$ cat src/rtl/mem_ctrl_pkg.sv
// Shared definitions for mem_ctrl: FSM state encoding, LS_size codes,
// IO window bounds and the byte-count helper.
package mem_ctrl_pkg;

  typedef enum logic [1:0] {
    IDLE  = 2'd0,
    IF_RD = 2'd1,
    LS_RD = 2'd2,
    LS_WR = 2'd3
  } state_e;

  typedef enum logic {
    GNT_IF = 1'b0,
    GNT_LS = 1'b1
  } port_e;

  localparam logic [1:0]  SIZE_B     = 2'b00;
  localparam logic [1:0]  SIZE_H     = 2'b01;
  localparam logic [1:0]  SIZE_W     = 2'b10;
  localparam logic [31:0] IO_ADDR_LO = 32'h0003_0000;
  localparam logic [31:0] IO_ADDR_HI = 32'h0003_0007;

  function automatic logic [2:0] size_to_n(input logic [1:0] size);
    case (size)
      SIZE_B:  return 3'd1;
      SIZE_H:  return 3'd2;
      default: return 3'd4;
    endcase
  endfunction

endpackage

$ cat src/rtl/mem_ctrl.sv
// Byte-serial memory arbiter between instruction fetch and load/store ports.
// Optional MEM_CTRL_IO_STALL_EN: stores into the IO window wait on io_buffer_full.
module mem_ctrl
  import mem_ctrl_pkg::*;
(
  input  logic        clk,
  input  logic        rst,
  input  logic        rdy,
  input  logic        roll_back,
  input  logic        IF_req,
  input  logic [31:0] IF_addr,
  output logic        IF_done,
  output logic [31:0] IF_data,
  input  logic        LS_req,
  input  logic        LS_wr,
  input  logic [1:0]  LS_size,
  input  logic [31:0] LS_addr,
  input  logic [31:0] LS_wdata,
  output logic        LS_done,
  output logic [31:0] LS_rdata,
  input  logic [7:0]  mem_din,
  output logic [7:0]  mem_dout,
  output logic [31:0] mem_a,
  output logic        mem_wr,
  input  logic        io_buffer_full
);

  state_e      state_q, state_d;
  port_e       lg_q, lg_d;
  logic [2:0]  cnt_q, cnt_d;
  logic [2:0]  n_q, n_d;
  logic [31:0] addr_q, addr_d;
  logic [31:0] wdata_q, wdata_d;
  logic [31:0] buf_q, buf_d;
  logic        if_done_d, ls_done_d;
  logic [31:0] if_data_d, ls_rdata_d;
  logic        if_ok, ls_ok, io_stall;
  logic [1:0]  cap_idx;

  // A port whose done is showing still has req high; it must not be re-granted.
  assign if_ok   = IF_req && !IF_done;
  assign ls_ok   = LS_req && !LS_done;
  assign cap_idx = cnt_q[1:0] - 2'd1;

`ifdef MEM_CTRL_IO_STALL_EN
  assign io_stall = io_buffer_full && (addr_q >= IO_ADDR_LO) && (addr_q <= IO_ADDR_HI);
`else
  logic unused_io;
  assign unused_io = io_buffer_full;
  assign io_stall  = 1'b0;
`endif

  always_comb begin
    state_d    = state_q;
    lg_d       = lg_q;
    cnt_d      = cnt_q;
    n_d        = n_q;
    addr_d     = addr_q;
    wdata_d    = wdata_q;
    buf_d      = buf_q;
    if_done_d  = 1'b0;
    ls_done_d  = 1'b0;
    if_data_d  = IF_data;
    ls_rdata_d = LS_rdata;
    mem_a      = '0;
    mem_dout   = '0;
    mem_wr     = 1'b0;

    case (state_q)
      IDLE: begin
        if (!roll_back && (if_ok || ls_ok)) begin
          cnt_d = '0;
          buf_d = '0;
          if (ls_ok && (!if_ok || lg_q == GNT_IF)) begin
            state_d = LS_wr ? LS_WR : LS_RD;
            lg_d    = GNT_LS;
            addr_d  = LS_addr;
            wdata_d = LS_wdata;
            n_d     = size_to_n(LS_size);
          end else begin
            state_d = IF_RD;
            lg_d    = GNT_IF;
            addr_d  = IF_addr;
            n_d     = 3'd4;
          end
        end
      end

      IF_RD, LS_RD: begin
        if (cnt_q < n_q) mem_a = addr_q + {29'd0, cnt_q};
        // RAM answers one cycle late, so byte cnt-1 is on mem_din now.
        if (cnt_q != 3'd0) buf_d[{cap_idx, 3'b000} +: 8] = mem_din;
        if (roll_back) begin
          state_d = IDLE;
          cnt_d   = '0;
        end else if (cnt_q == n_q) begin
          state_d = IDLE;
          cnt_d   = '0;
          if (state_q == IF_RD) begin
            if_done_d = 1'b1;
            if_data_d = buf_d;
          end else begin
            ls_done_d  = 1'b1;
            ls_rdata_d = buf_d;
          end
        end else begin
          cnt_d = cnt_q + 3'd1;
        end
      end

      LS_WR: begin
        mem_a    = addr_q + {29'd0, cnt_q};
        mem_dout = wdata_q[{cnt_q[1:0], 3'b000} +: 8];
        mem_wr   = rdy && !io_stall;
        // Committed store: roll_back deliberately not consulted here.
        if (!io_stall) begin
          if (cnt_q == n_q - 3'd1) begin
            state_d   = IDLE;
            cnt_d     = '0;
            ls_done_d = 1'b1;
          end else begin
            cnt_d = cnt_q + 3'd1;
          end
        end
      end

      default: state_d = IDLE;
    endcase
  end

  always_ff @(posedge clk or negedge rst) begin
    if (!rst) begin
      state_q  <= IDLE;
      lg_q     <= GNT_IF;
      cnt_q    <= '0;
      n_q      <= '0;
      addr_q   <= '0;
      wdata_q  <= '0;
      buf_q    <= '0;
      IF_done  <= 1'b0;
      LS_done  <= 1'b0;
      IF_data  <= '0;
      LS_rdata <= '0;
    end else if (rdy) begin
      state_q  <= state_d;
      lg_q     <= lg_d;
      cnt_q    <= cnt_d;
      n_q      <= n_d;
      addr_q   <= addr_d;
      wdata_q  <= wdata_d;
      buf_q    <= buf_d;
      IF_done  <= if_done_d;
      LS_done  <= ls_done_d;
      IF_data  <= if_data_d;
      LS_rdata <= ls_rdata_d;
    end
  end

endmodule
$ cat config.mk
export PLATFORM = sky130hd
export DESIGN_NAME = mem_ctrl
export DESIGN_NICKNAME = d
export VERILOG_FILES = /design/src/rtl/mem_ctrl_pkg.sv /design/src/rtl/mem_ctrl.sv
export SDC_FILE = /design/constraint.sdc
export NUM_CORES = 1
export LEC_CHECK = 0
export ABC_AREA = 1
export CAP_MARGIN = 25
export CORE_MARGIN = 4
export CORE_UTILIZATION = 40
export DETAILED_ROUTE_END_ITERATION = 12
export PLACE_DENSITY = 0.67
export SLEW_MARGIN = 0
export SYNTH_ARGS = -nofsm -noshare
export SYNTH_HDL_FRONTEND = slang
export SYNTH_SLANG_ARGS = --single-unit
$ cat constraint.sdc
create_clock -name clk -period 4.2 [get_ports clk]
set_input_delay 0.63 -clock clk [delete_from_list [all_inputs] [get_ports clk]]
set_output_delay 0.63 -clock clk [all_outputs]
set_load 0.05 [all_outputs]
==> results.md <==
- Outcome: complete, no violations
- Synth Cell Area: 9220 um2
- Slew Viols, Final: 0
- Worst setup EP type: primary output
- NumNets Final: 1580
- Setup crit start kind: flip-flop
- Worst r2r dst: buf_q[1]
- Synth top area cells: dfrtp_1 (46%), nand2_1 (20%), nor2_1 (5.3%)
- Pwr dens: 690 nW/um2
- Commonest cells in the netlist: nand2_1 (500), dfrtp_1 (171), nor2_1 (130)
- Post-cts hold buffer count: 0
- Minimum clock period: 3.67 ns
- Sequential area share after synthesis: 46.4%
- Worst slew pin tran: 0.680 ns
- Hold crit path type: in2async
- Core footprint: 22600 um2
- Comb power frac: 50.6%
- Grt met3 use: 3.92%
- Post-synth top area cell: dfrtp_1
- Final hold slack: 0.180 ns
- Tcrit/Tclk final: 87.3%
- Slew Limit Headroom: 54.5%
- GRT Max-Usage Layer: met2
- Layout cell share with drive strength beyond 1: 7.87%
- Die W: 160 um
- Async S/R FF share, synth: 100%
- Routing usage on met1: 29.4%
- Initial core utilization: 40.7%
- Setup slack, reg-to-reg: 1.40 ns
- Number of library cell types mapped by synthesis: 38
- Grt ovf: 0
- Largest fanout on the critical path: 15
- Most frequent cell after synthesis: nand2_1
- Drt total wl: 27700 um
- Seq cells post-synth: 171
- Leak: 5.94 nW
- Ys flop type: dfrtp_1
- Worst EP required: 3.57 ns
- Syn avg cell area: 7.38 um2
- Peak VDD IR: 336 uV
- Switch Pwr: 4.00 mW
- Root buffer cell: clkbuf_16
- Ant diodes: 0
- Reg2reg path depth: 6
- Row cnt: 55
- DR vias: 8815
- Finish-stage setup viols: 0
- Syn-to-layout area delta: 33.4%
- Initial antenna violation count: 0
- Total track usage: 21.5%
- Largest net degree at the start of global routing: 70
- TritonCTS Sinks: 171
- Port-buffer cells: 219
- Post-route ant nets: 0
- Sequential share of power: 30.2%
- Vias in the first global route: 8406
- Hold Vio Cnt, Final: 0
- Mapped Nets: 1381
- Worst-path clk slew: 0.08 ns
- Met2 capacity usage during global routing: 34.6%
- Die area: 25500 um2
- GP Congestion: 0.927
- Worst-Skew Late Latency: 0.44 ns
- First-pass GRT wire length: 44800 um
- Clk_skew: 0.0156 ns
- Yosys top cell area share: 46.4%
- CTS tree: yes
- Post_cts resized: 0
- Post-CTS Setup Inserts: 0
- First-pass DRT Iterations: 5
- Int Power: 4.48 mW
- DRC: 0
- Synth warn: 0
- Hpwl dp: 20200 um
- IO Pins: 221
- Critical Path AT: 3.04 ns
- Wirelength per Cell: 15.8 um
- Maxcap violations: 0
- CTS max path bufs: 2
- CTS Buf Count: 17
- Sw Share: 47.1%
- Post-Syn Instances: 1249
- Post-synth EDFFs: 0
- Crit path kind: reg2out
- Vias per inst: 5.05
- Die H: 160 um
- RSZ-0062 raised after global routing: no
- R2R Path Start: cnt_q[1]
- Max frequency: 0.273 GHz
- Power share of the clock group: 19.2%
- First DRT Iteration DRCs: 743
- H-tree depth reported by CTS: 4
- TNS Setup: 0 ns
## routing by layer
layer / part of all wire [%] / vias to the layer above
met5: 0 / -
met4: 2.7 / 0
met3: 5.6 / 51
met2: 47 / 287
met1: 45 / 4109
li1: - / 4368
## kinds of logic (layout without fill, tap and decap cells)
group | Yosys count | count (layout) | synth area share (%)
AND/OR/NAND/NOR | 704 | 704 | 30.5
buffers and inverters | 159 | 371 | 7.78
flip-flops | 171 | 171 | 46.4
AO/OA/AOI/OAI | 195 | 195 | 12.5
adder cells (fa/ha/maj) | 18 | 18 | 2.53
XOR/XNOR | 2 | 2 | 0.190
## cells in the final DEF (no fill, tap or decap), drive strengths merged, types with 17 or more instances in the layout
cell,n
inv,112
ha,17
clkbuf,18
nor2,139
buf,45
dfrtp,171
clkdlybuf4s50,186
o21ai,79
nand3,37
a22oi,19
a21oi,66
nand2,504
## registers in the layout, summed over array words and instances, names as in the netlist
| name | cells |
|---|---|
| IF_data | 32 |
| LS_rdata | 32 |
| addr_q | 32 |
| buf_q | 32 |
| wdata_q | 32 |
| cnt_q | 3 |
| n_q | 3 |
| state_q | 2 |
| IF_done | 1 |
| LS_done | 1 |
| lg_q | 1 |
## cell type report
| class | count | area [um2] |
|---|---|---|
| clock inverters | 14 | 173 |
| inverters | 108 | 407 |
| multi-input cells | 919 | 4220 |
| clock buffers | 18 | 429 |
| flip-flops and latches | 171 | 4280 |
| well taps | 285 | 357 |
| repair buffers | 231 | 2430 |
| fillers | 2186 | 10300 |
## power groups by stage
stage / Combinational, mW / Clock [mW] / Sequential, mW
global placement: 4.23 / 0 / 2.58
finish: 4.29 / 1.63 / 2.56
CTS: 4.31 / 1.65 / 2.56
detailed placement: 4.29 / 0 / 2.58
floorplan: 2.46 / 0 / 2.91
global route: 4.66 / 1.71 / 2.63
## worst max-delay path, cell delays in order, from the launching register on
cell,delay [ns]
dfrtp_1,0.73
ha_1,0.37
fa_1,0.27
nand2_1,0.10
nand2_1,0.10
nand3b_2,0.14
nor2_2,0.31
o21ai_1,0.09
a21oi_1,0.32
buf_12,0.19
## worst max-delay path by stage
stage	startpoint	cells past startpoint	end	slack, ns
after floorplan	cnt_q[0]	10	mem_a[10]	0.83
after CTS	cnt_q[0]	9	mem_a[14]	0.51
after detailed placement	LS_req	8	wdata_q[25]	0.91
after global routing	cnt_q[0]	11	mem_a[28]	0.32
after global placement	LS_req	8	wdata_q[24]	0.99
final	cnt_q[0]	9	mem_a[14]	0.53
## metrics by stage
stage               cell area (um2)  setup slack [ns]  cells  power (mW)  utilization (%)
detailed placement            11700             0.906   1714        6.87             51.6
floorplan                      9220             0.832   1249        5.36                -
finish                        12300             0.533   1746        8.48             54.3
CTS                           12300             0.514   1746        8.51             54.3
global route                  12300             0.319   1746        9.01             54.3
global placement              11700             0.986   1714        6.81             51.6
Power figures use the tool's default switching activity.
